--- src/rtl/pa_sysmap_pkg.sv ---
// Shared constants and types for the system-map register block (region map, offsets, FSM encoding).
package pa_sysmap_pkg;

   localparam int          REGION_NUM    = 8;
   localparam logic [11:0] BASE_OFS      = 12'h000;
   localparam logic [11:0] FLG_OFS       = 12'h004;
   localparam logic [11:0] REGION_STRIDE = 12'h008;
   localparam logic [11:0] LOCK_OFS      = 12'h040;

   typedef enum logic [1:0] {
      ST_IDLE   = 2'd0,
      ST_ACCESS = 2'd1,
      ST_RESP   = 2'd2
   } sysmap_state_e;

   typedef enum logic [1:0] {
      KIND_BASE = 2'd0,
      KIND_FLG  = 2'd1,
      KIND_LOCK = 2'd2,
      KIND_NONE = 2'd3
   } sysmap_kind_e;

   typedef struct packed {
      logic                  valid;
      sysmap_kind_e          kind;
      logic [REGION_NUM-1:0] region;
   } sysmap_dec_t;

   function automatic logic [11:0] region_ofs(input int idx, input logic [11:0] kind_ofs);
      return kind_ofs + 12'(idx) * REGION_STRIDE;
   endfunction

endpackage

--- src/rtl/pa_sysmap_busif_if.sv ---
// Request/response handshake between a bus master and the system-map register block.
interface pa_sysmap_busif_if;

   logic        bus_sysmap_sel;
   logic        bus_sysmap_write;
   logic [11:0] bus_sysmap_addr;
   logic [31:0] bus_sysmap_wdata;
   logic        sysmap_bus_ready;
   logic [31:0] sysmap_bus_rdata;
   logic        sysmap_bus_err;

   modport master (
      output bus_sysmap_sel, bus_sysmap_write, bus_sysmap_addr, bus_sysmap_wdata,
      input  sysmap_bus_ready, sysmap_bus_rdata, sysmap_bus_err
   );

   modport slave (
      input  bus_sysmap_sel, bus_sysmap_write, bus_sysmap_addr, bus_sysmap_wdata,
      output sysmap_bus_ready, sysmap_bus_rdata, sysmap_bus_err
   );

endinterface

--- src/rtl/pa_sysmap_busif_dec.sv ---
// Combinational offset decoder: one-hot region, register kind and hit flag.
// The lock register at 0x40 decodes only when SYSMAP_WR_LOCK_EN is defined.
module pa_sysmap_busif_dec
   import pa_sysmap_pkg::*;
(
   input  logic [11:0] addr,
   output sysmap_dec_t dec
);

   logic [11:0] ofs;

   // Word-aligned offset; byte lanes within a register are not distinguished.
   assign ofs = addr & 12'hFFC;

   always_comb begin
      // NOTE: default every field first so no path through the block can infer a latch.
      dec = '{valid: 1'b0, kind: KIND_NONE, region: '0};
      for (int i = 0; i < REGION_NUM; i++) begin
         if (ofs == region_ofs(i, BASE_OFS)) begin
            dec.valid     = 1'b1;
            dec.kind      = KIND_BASE;
            dec.region[i] = 1'b1;
         end
         if (ofs == region_ofs(i, FLG_OFS)) begin
            dec.valid     = 1'b1;
            dec.kind      = KIND_FLG;
            dec.region[i] = 1'b1;
         end
      end
`ifdef SYSMAP_WR_LOCK_EN
      if (ofs == LOCK_OFS) begin
         dec.valid = 1'b1;
         dec.kind  = KIND_LOCK;
      end
`endif
   end

endmodule

--- src/rtl/pa_sysmap_busif.sv ---
// Bus slave for the system-map region registers: IDLE -> ACCESS -> RESP handshake.
// Optional write lock at 0x40 is built when SYSMAP_WR_LOCK_EN is defined.
module pa_sysmap_busif
   import pa_sysmap_pkg::*;
(
   input  logic                 sysmap_clk,
   input  logic                 cpurst_b,
   pa_sysmap_busif_if.slave     bus,
   input  logic                 ifu_sysmap_rst_sample,
   input  logic [255:0]         busif_base_addr_values,
   input  logic [255:0]         busif_flg_values,
   output logic [7:0]           busif_base_addr_updt,
   output logic [7:0]           busif_flg_updt,
   output logic [31:0]          busif_wdata
);

   sysmap_state_e state;
   logic [11:0]   addr_q;
   logic          write_q;
   logic          lock;
   sysmap_dec_t   dec;
   logic          access_go;
   logic          blocked;
   logic          acc_err;
   logic          wr_ok;
   logic [31:0]   rd_val;

   pa_sysmap_busif_dec u_dec (
      .addr (addr_q),
      .dec  (dec)
   );

   // The access completes only in a cycle where no reset-sample is in progress.
   assign access_go = (state == ST_ACCESS) && !ifu_sysmap_rst_sample;
   assign blocked   = write_q && lock && (dec.kind == KIND_BASE || dec.kind == KIND_FLG);
   assign acc_err   = !dec.valid || blocked;
   assign wr_ok     = access_go && write_q && dec.valid && !blocked;

   assign busif_base_addr_updt = (wr_ok && dec.kind == KIND_BASE) ? dec.region : '0;
   assign busif_flg_updt       = (wr_ok && dec.kind == KIND_FLG)  ? dec.region : '0;

`ifdef SYSMAP_WR_LOCK_EN
   logic lock_q;
   logic lock_set;

   assign lock_set = wr_ok && (dec.kind == KIND_LOCK) && busif_wdata[0];

   // Sticky: only cpurst_b clears it.
   always_ff @(posedge sysmap_clk or negedge cpurst_b) begin
      if (!cpurst_b)     lock_q <= 1'b0;
      else if (lock_set) lock_q <= 1'b1;
   end

   assign lock = lock_q;
`else
   assign lock = 1'b0;
`endif

   always_comb begin
      rd_val = '0;
      for (int i = 0; i < REGION_NUM; i++) begin
         if (dec.region[i]) begin
            rd_val = (dec.kind == KIND_FLG) ? busif_flg_values[32*i +: 32]
                                            : busif_base_addr_values[32*i +: 32];
         end
      end
      if (dec.kind == KIND_LOCK) rd_val = {31'h0, lock};
   end

   always_ff @(posedge sysmap_clk or negedge cpurst_b) begin
      if (!cpurst_b) begin
         state                <= ST_IDLE;
         addr_q               <= '0;
         write_q              <= 1'b0;
         busif_wdata          <= '0;
         bus.sysmap_bus_ready <= 1'b0;
         bus.sysmap_bus_err   <= 1'b0;
         bus.sysmap_bus_rdata <= '0;
      end else begin
         // NOTE: non-blocking assignments keep every register update on the same clock edge.
         bus.sysmap_bus_ready <= 1'b0;
         case (state)
            ST_IDLE: begin
               if (bus.bus_sysmap_sel) begin
                  addr_q      <= bus.bus_sysmap_addr;
                  write_q     <= bus.bus_sysmap_write;
                  busif_wdata <= bus.bus_sysmap_wdata;
                  state       <= ST_ACCESS;
               end
            end
            ST_ACCESS: begin
               if (!ifu_sysmap_rst_sample) begin
                  bus.sysmap_bus_ready <= 1'b1;
                  bus.sysmap_bus_err   <= acc_err;
                  bus.sysmap_bus_rdata <= write_q ? 32'h0 : rd_val;
                  state                <= ST_RESP;
               end
            end
            ST_RESP: state <= ST_IDLE;
            default: state <= ST_IDLE;
         endcase
      end
   end

endmodule

--- src/flat_wrapper.sv ---
// flat-port wrapper written by rule: the top's interface ports become plain ports
module pa_sysmap_busif_flat import pa_sysmap_pkg::*;
  (sysmap_clk, cpurst_b, ifu_sysmap_rst_sample, busif_base_addr_values, busif_flg_values, busif_base_addr_updt, busif_flg_updt, busif_wdata, bus_bus_sysmap_sel, bus_bus_sysmap_write, bus_bus_sysmap_addr, bus_bus_sysmap_wdata, bus_sysmap_bus_ready, bus_sysmap_bus_rdata, bus_sysmap_bus_err);
  pa_sysmap_busif_if bus_i ();
  input  logic sysmap_clk;
  input  logic cpurst_b;
  input  logic ifu_sysmap_rst_sample;
  input  logic [255:0] busif_base_addr_values;
  input  logic [255:0] busif_flg_values;
  output logic [7:0] busif_base_addr_updt;
  output logic [7:0] busif_flg_updt;
  output logic [31:0] busif_wdata;
  input wire logic [$bits(bus_i.bus_sysmap_sel)-1:0] bus_bus_sysmap_sel;
  input wire logic [$bits(bus_i.bus_sysmap_write)-1:0] bus_bus_sysmap_write;
  input wire logic [$bits(bus_i.bus_sysmap_addr)-1:0] bus_bus_sysmap_addr;
  input wire logic [$bits(bus_i.bus_sysmap_wdata)-1:0] bus_bus_sysmap_wdata;
  output wire logic [$bits(bus_i.sysmap_bus_ready)-1:0] bus_sysmap_bus_ready;
  output wire logic [$bits(bus_i.sysmap_bus_rdata)-1:0] bus_sysmap_bus_rdata;
  output wire logic [$bits(bus_i.sysmap_bus_err)-1:0] bus_sysmap_bus_err;
  assign bus_i.bus_sysmap_sel = bus_bus_sysmap_sel;
  assign bus_i.bus_sysmap_write = bus_bus_sysmap_write;
  assign bus_i.bus_sysmap_addr = bus_bus_sysmap_addr;
  assign bus_i.bus_sysmap_wdata = bus_bus_sysmap_wdata;
  assign bus_sysmap_bus_ready = bus_i.sysmap_bus_ready;
  assign bus_sysmap_bus_rdata = bus_i.sysmap_bus_rdata;
  assign bus_sysmap_bus_err = bus_i.sysmap_bus_err;
  pa_sysmap_busif u_core (.sysmap_clk(sysmap_clk), .cpurst_b(cpurst_b), .bus(bus_i), .ifu_sysmap_rst_sample(ifu_sysmap_rst_sample), .busif_base_addr_values(busif_base_addr_values), .busif_flg_values(busif_flg_values), .busif_base_addr_updt(busif_base_addr_updt), .busif_flg_updt(busif_flg_updt), .busif_wdata(busif_wdata));
endmodule
--- config.mk ---
export PLATFORM = sky130hd
export DESIGN_NAME = pa_sysmap_busif_flat
export DESIGN_NICKNAME = d
export VERILOG_FILES = /design/src/rtl/pa_sysmap_pkg.sv /design/src/rtl/pa_sysmap_busif_if.sv /design/src/rtl/pa_sysmap_busif_dec.sv /design/src/rtl/pa_sysmap_busif.sv /design/src/flat_wrapper.sv
export SDC_FILE = /design/constraint.sdc
export NUM_CORES = 1
export LEC_CHECK = 0
export CAP_MARGIN = 0
export CORE_AREA = 2 2 253 255
export CTS_CLUSTER_DIAMETER = 120
export DETAILED_ROUTE_END_ITERATION = 8
export DIE_AREA = 0 0 255 257
export SLEW_MARGIN = 0
export SYNTH_ARGS = -nofsm -noshare
export SYNTH_HDL_FRONTEND = slang
export SYNTH_SLANG_ARGS = --single-unit
--- constraint.sdc ---
create_clock -name sysmap_clk -period 5.3 [get_ports sysmap_clk]
set_input_delay 1.06 -clock sysmap_clk [delete_from_list [all_inputs] [get_ports sysmap_clk]]
set_output_delay 1.06 -clock sysmap_clk [all_outputs]
set_load 0.1 [all_outputs]
=== After elaboration in Yosys (flattened, before gate mapping) ===
Cells that the tools add are included.

* Bits in registers: 81
* Latch bits: 0
* Memory bits (writable): 0
* Bits in read-only memories: 0
* Output and inout bits: 82
* Memories kept: 0

* Add/sub/neg operators: 0
* $mul: 0
* Div/mod/pow operators: 0
* $lt $le $gt $ge: 0
* Equality and inequality tests: 20
* Shifts and indexed selects: 0
* Mux-type cells: 55
* Bitwise operators: 1
* Reductions and logical operators: 13

{| class="wikitable"
|+ Operators with widths
! cell !! number
|-
| $mux 32 || 18
|-
| $eq 10x4->1 const B || 8
|-
| $mux 3 || 14
|-
| $eq 10x3->1 const B || 4
|-
| $eq 10x2->1 const B || 2
|-
| $mux 1 || 16
|-
| $mux 8 || 2
|-
| $logic_not 12->1 || 1
|-
| $eq 10x1->1 const B || 1
|-
| $mux 4 || 2
|-
| $reduce_and 2->1 || 3
|-
| $logic_and 1x1->1 || 5
|-
| $eq 2x1->1 const B || 2
|-
| $logic_not 2->1 || 2
|-
| $mux 2 || 2
|-
| $ne 2x2->1 const B || 2
|-
| $pmux 2 s2 || 1
|-
| $eq 2x2->1 const B || 1
|-
| $logic_not 1->1 || 2
|-
| $not 1->1 || 1
|}

=== Logic depth before layout (Yosys ltp) ===
Gate-level depths: netlist of the first run.

* Depth in word-level cells: 29
* Depth in mapped cells: 9

=== Modules after synthesis ===
Synthesis of the first run repeated with hierarchy kept, for this count alone.

* Cell total of the unflattened synthesis: 951
* Area, all modules: 7,712.4 um2

{| class="wikitable"
|+ Modules (own cells, without submodules)
! module !! times used !! cells each !! area an instance (um2) !! seq. area each (um2)
|-
| pa_sysmap_busif || 1 || 933 || 7,597.3 || 2,026.9
|-
| pa_sysmap_busif_dec || 1 || 18 || 115.1 || 0.0
|}

=== Least setup slack after synthesis of the first run ===
Ideal clock, no wire load.

* Kind: input to output
* From: input ifu_sysmap_rst_sample
* To: output busif_base_addr_updt[3]
* Data arrival time: 3.980 ns
* Data required time: 4.240 ns
* Path slack: 0.260 ns
* Stages on the path: 7
* Path through: nor2_1 -> nand2_1 -> inv_1 -> nand2_1 -> or3_1 -> clkbuf_1 -> nor3_1

* Word-level cells in the longest chain between the ends: 6

{| class="wikitable"
|+ Ends and longest elaborated chain
! element !! line !! RTL
|-
| start: declaration || flat_wrapper.sv:7 || <nowiki>input logic ifu_sysmap_rst_sample;</nowiki>
|-
| $logic_not 1->1 || pa_sysmap_busif.sv:34 || <nowiki>assign access_go = (state == ST_ACCESS) && !ifu_sysmap_rst_sample;</nowiki>
|-
| $logic_and 1x1->1 || pa_sysmap_busif.sv:34 ||
|-
| net u_core.access_go || pa_sysmap_busif.sv:22 || <nowiki>logic access_go;</nowiki>
|-
| $logic_and 1x1->1 (2 in a row) || pa_sysmap_busif.sv:37 || <nowiki>assign wr_ok = access_go && write_q && dec.valid && !blocked;</nowiki>
|-
| $logic_and 1x1->1 || pa_sysmap_busif.sv:39 || <nowiki>assign busif_base_addr_updt = (wr_ok && dec.kind == KIND_BASE) ? dec.region : '0;</nowiki>
|-
| $mux 8 || pa_sysmap_busif.sv:39 ||
|-
| end: declaration || flat_wrapper.sv:10 || <nowiki>output logic [7:0] busif_base_addr_updt;</nowiki>
|}

The timed path passes the listed nets, and every way through them passes these cells.

=== Worst setup path after layout of the first run ===
* From: input ifu_sysmap_rst_sample
* To: output busif_base_addr_updt[1]

Same word-level chain as after synthesis.

==> reports/metrics.yaml, run 1 <==
cap_violations: 0
path_class: "in -> out"
postPlaceCellArea_um2: 15200
syn_inst: 828
max_stage_delay_ns: 0.44
crit_chain: "clkdlybuf4s50_1 > nor2_1 > nand2_2 > inv_1 > nand2_1 > or3_1 > or2_1 > nor2_1 > buf_4"
clkTransAtPathRegs_ns: 0.06
clock_sinks: 79
critPathCaptureType: "primary output"
grt_pass1_wl_mm: 77.5
pwr-share-comb_pct: 69.9
power_density_nw_per_um2: 343
ys_seq_area_share_pct: 24.9
placed_cells: 2255
yosys-top-cells-count: "mux2_2, mux2i_1, dfrtp_1"
final_area_um2: 15600
finalWeightedCongestion: 0.849
vias_per_cell: 4.24
cts.root.buffer_cell: "clkbuf_16"
num_io_pins: 643
peakVddDrop_mv: 0.484
critical_path_required_ns: 4.24
yosysMostFrequentCell: "mux2_2"
ys_ff_latch: 79
nets: 1981
ant_nets: 0
pwr-share-clk_pct: 13.1
cts_setup_buffers: 0
synth_cell_type_count: 39
area_growth_pct: 96.4
die_y_um: 257
cpMostUsedCell: "nor2_1"
wl_met2_mm: 28.9
power.total_mw: 5.35
grt_remaining_overflow: 0
cp-start-kind: "input port"
cpMaxStageDelayCell: "or3_1"
switching_share_pct: 50.9
p_int_mw: 2.62
drive_gt1_share_pct: 17.2
ys_async_sr_fraction_pct: 100
cts_buffers: 9
antenna_found_initial: 12
fin_crit_ns: 4.14
drtIter0Drc: 414
synth_warnings: 0
grt_start_max_net_pins: 133
top_layer_used: "met5"
htreeDepth: 3
p_sw_mw: 2.72
synthFlopType: "dfrtp_1"
hold_buffers: 0
worst_slack_ns: 1.16
instances_no_fill: 2273
synth-edff-count: 0
cp_top_family: "simple AND/OR/NAND/NOR gates"
post-place-ws_ns: 1.15
worst_hold_path_type: "reg -> reg"
dp_hpwl_mm: 47.8
cts_resized: 0
first_global_vias: 10357
cp_data_arrival_time_ns: 3.08
fin_skew_ns: 0.0188
setup_viol: 0
p_leak_nw: 5.92
core_um2: 62700
start_util_pct: 12.6
max_freq_ghz: 0.241
status: "completed"
fp-row-count: 92
route.detailed.drc: 0
insertion_delay_ns: 0.38
synth_nets: 1389
chipWidth_um: 255
synth_top_area_share_pct: 24.9
slew_violations: 0
grt_setup_unrepaired: "false"
tightestPinTransition_ns: 1.08
routed_wl_mm: 57.4
mappedNetlistArea_um2: 7930
synth_area_leader_cell: "dfrtp_1"
max-slew-margin-rel_pct: 28.1
dieArea_um2: 65500
power_frac_seq_pct: 17.0
wl_met3_mm: 5.04
synth_area_leaders: "dfrtp_1, mux2_2, mux2i_1, a22oi_1, a211o_1"
vias: 9636
wl_met1_mm: 22.0
hold_viol_final: 0
postSynthAreaPerCell_um2: 9.58
cts.path.max_buffers: 2
cts_tree: "yes"
fin_setup_tns_ns: 0
grt_usage_pct: 16.8
min_period_over_period_pct: 78.2
path_buf_inv: 3
critPathMaxFanout: 6
drt-wirelength-per-cell_um: 25.3
dr.pass1.iters: 4
io_buffers: 640
[tightest hold or removal path: cells and delay by family, from the launching register on]
| family | cells | cell delay, ns |
|---|---|---|
| flip-flops | 1 | 0.35 |
| AND/OR/NAND/NOR | 2 | 0.11 |
[per-stage QoR]
stage                     hold WS (ns)  util (%)
after floorplan                  0.423         -
after global placement           0.471      24.3
final                            0.489      24.8
after CTS                        0.490      24.8
after global routing             0.509      24.8
after detailed placement         0.470      24.3
[area by class of cell]
class,instances,area (µm²)
inverter,4,15.0
multi-input combinational,666,5640
timing repair buffer,660,6550
clock inverter,5,62.6
fill,6702,47200
sequential,79,1980
antenna,2,5.00
tap,846,1060
clock buffer,11,253
[worst paths after layout]
| kind | start | to | slack (ns) | cells after the start |
|---|---|---|---|---|
| max reg2reg | u_core.addr_q[4] | u_core.bus.sysmap_bus_rdata[1] | 1.92 | 7 |
| max | ifu_sysmap_rst_sample | busif_base_addr_updt[1] | 1.16 | 9 |
| max in group asynchronous | cpurst_b | u_core.bus.sysmap_bus_rdata[12] | 3.57 | 2 |
| min | u_core.bus.sysmap_bus_rdata[30] | u_core.bus.sysmap_bus_rdata[30] | 0.49 | 2 |
| min in group asynchronous | cpurst_b | u_core.busif_wdata[27] | 0.69 | 1 |
| min reg2reg | u_core.bus.sysmap_bus_rdata[30] | u_core.bus.sysmap_bus_rdata[30] | 0.49 | 2 |
[registers in the layout, summed over array words and instances, names as in the netlist]
name / flops
u_core.bus.sysmap_bus_rdata: 32
u_core.busif_wdata: 32
u_core.addr_q: 10
u_core.state: 2
u_core.bus.sysmap_bus_err: 1
u_core.bus.sysmap_bus_ready: 1
u_core.write_q: 1
[power groups by stage]
| stage | Clock [mW] | Sequential [mW] | Combinational [mW] |
|---|---|---|---|
| final | 0.698 | 0.911 | 3.74 |
| after global routing | 0.749 | 0.930 | 3.93 |
| after CTS | 0.731 | 0.910 | 3.76 |
| after detailed placement | 0 | 0.917 | 3.75 |
| after global placement | 0 | 0.907 | 3.72 |
| after floorplan | 0 | 1.68 | 1.64 |
[placed cells by master, fill, tap and decap left out, drive strengths merged, types with 21 or more instances in the layout]
cell type	synthesis	layout
nor2	41	41
dfrtp	79	79
o21ai	59	59
a21oi	45	45
mux2	163	163
mux2i	136	136
a31oi	21	21
a22oi	69	69
buf	33	37
clkdlybuf4s50	0	623
a211o	30	30
[metal layers]
layer,GRT usage [%],vias up
met5,0,-
met4,4.39,8
met3,5.00,69
met2,30.7,537
met1,18.7,4627
li1,-,4395
[kinds of logic (layout without fill, tap and decap cells)]
| group | count (synthesis) | in the layout | synth area share [%] |
|---|---|---|---|
| multiplexers | 306 | 306 | 42.3 |
| flip-flops | 79 | 79 | 24.9 |
| AO/OA/AOI/OAI | 258 | 258 | 21.5 |
| other | 0 | 2 | 0 |
| buffers and inverters | 83 | 680 | 4.50 |
| AND/OR/NAND/NOR | 102 | 102 | 6.72 |
(Power assumes the default switching activity.)
==> inputs of run 2 (changes only) <==
Settings changed: CORE_AREA 2 2 253 255 to 2 2 249 251, DIE_AREA 0 0 255 257 to 0 0 251 253.
Clock period 5.3 ns to 4.1 ns, I/O delays scaled along.
==> run 2 against run 1 <==
  * Critical path depth is 3 lower
  * Final cell count is 1.5% lower
  * Clock power is 15% higher
  * Sequential cell count stayed put
  * Setup slack worse by 0.90 ns
  * Via count is 2.0% higher
  * Clock skew is 0.0071 ns lower
  * Hold slack better by 0.014 ns
  * Combinational power is 29% higher
  * Global-route usage is 0.24 points higher
  * Power is 29% higher
  * Sequential power is 37% higher
  * Largest power group unchanged
  * Highest routed layer unchanged
==> reports/metrics.yaml, run 2 (same netlist as run 1, synthesis figures left out) <==
status: "completed"
path_class: "reg -> out"
pwr-share-comb_pct: 70.1
tightestPinTransition_ns: 1.08
regToRegSetupSlack_ns: 0.95
vias: 9830
fin_skew_ns: 0.0117
ant_nets: 0
dp_hpwl_mm: 47.3
vias_per_cell: 4.39
grt_pass1_wl_mm: 77.0
first_global_vias: 10503
p_leak_nw: 6.04
power.total_mw: 6.89
clock_sinks: 79
drive_gt1_share_pct: 18.3
slew_violations: 0
drtIter0Drc: 423
nets: 2000
grt_setup_unrepaired: "false"
power_density_nw_per_um2: 435
hold_viol_final: 0
fp-row-count: 91
postPlaceCellArea_um2: 15500
io_buffers: 640
start_util_pct: 13.0
fin_setup_tns_ns: 0
pwr-share-clk_pct: 11.7
route.detailed.drc: 0
max-slew-margin-rel_pct: 27.6
fin_util_pct: 25.9
fin_crit_ns: 3.85
finalWeightedCongestion: 0.846
antenna_found_initial: 15
peakVddDrop_mv: 0.566
dr.pass1.iters: 5
p_sw_mw: 3.54
clkTransAtPathRegs_ns: 0.07
placed_cells: 2218
cts.root.buffer_cell: "clkbuf_16"
insertion_delay_ns: 0.37
die_y_um: 253
grt_usage_pct: 17.0
max_freq_ghz: 0.260
post-place-ws_ns: 0.477
power_frac_seq_pct: 18.2
drt-wirelength-per-cell_um: 25.2
final_cell_mix: "clkdlybuf4s50_1, mux2_2, mux2i_1"
p_int_mw: 3.35
cts_resized: 0
cts_tree: "yes"
grt_start_max_net_pins: 70
grt_remaining_overflow: 0
chipWidth_um: 251
cts_setup_buffers: 0
layout_commonest_cell: "clkdlybuf4s50_1"
worst_slack_ns: 0.254
cap_violations: 0
switching_share_pct: 51.4
htreeDepth: 3
setup_viol: 0
critical_path_required_ns: 3.28
dieArea_um2: 63500
min_period_over_period_pct: 93.8
final_area_um2: 15800
whs_ns: 0.503
cts_buffers: 9
cts.path.max_buffers: 2
hold_buffers: 0
critPathMaxFanout: 9
core_um2: 61000
routed_wl_mm: 56.4
worst_hold_path_type: "reg -> reg"
reg.largest.list: "u_core.bus.sysmap_bus_rdata x32, u_core.busif_wdata x32, u_core.addr_q x10"
critPathCaptureType: "primary output"
area_growth_pct: 99.5
cp_data_arrival_time_ns: 3.03
cp-start-kind: "register"
instances_no_fill: 2238
num_io_pins: 643
-- run 2: path summary, 6_finish.rpt --
check | endpoint | cells past startpoint | from
max | busif_base_addr_updt[1] | 6 | u_core.addr_q[7]
min | u_core.bus.sysmap_bus_rdata[30] | 2 | u_core.bus.sysmap_bus_rdata[30]
max reg2reg | u_core.bus.sysmap_bus_rdata[23] | 7 | u_core.addr_q[4]
min reg2reg | u_core.bus.sysmap_bus_rdata[30] | 2 | u_core.bus.sysmap_bus_rdata[30]
max in group asynchronous | u_core.bus.sysmap_bus_rdata[5] | 2 | cpurst_b
min in group asynchronous | u_core.busif_wdata[30] | 1 | cpurst_b
-- run 2: critical path, stage by stage (launching register included) --
cell     delay (ns)
dfrtp_1        0.43
nor4_4         0.55
nand2_1        0.34
or3_1          0.56
or2_1          0.33
nor2_1         0.22
buf_12         0.21
-- run 2: power by group through the flow --
stage               Sequential, mW  Clock [mW]  Combinational (mW)
floorplan                     2.17           0                2.12
global placement              1.26           0                4.79
detailed placement            1.26           0                4.83
CTS                           1.26       0.833                4.85
global route                  1.28       0.862                5.09
finish                        1.25       0.806                4.83
-- run 2: cell type report --
type,count,area [µm²]
antenna,4,10.0
clock buffer,10,229
clock inverter,6,43.8
fill,6504,45200
inverter,4,15.0
multi-input combinational,666,5650
sequential,79,1980
tap,790,988
timing repair buffer,679,6890
-- run 2: per-layer routing --
metal / global-route usage [%] / routed length, µm / up-vias
li1: - / - / 4439
met1: 20.0 / 22600 / 4798
met2: 30.8 / 28200 / 528
met3: 4.03 / 4330 / 57
met4: 4.61 / 1190 / 8
met5: 0 / 51 / -
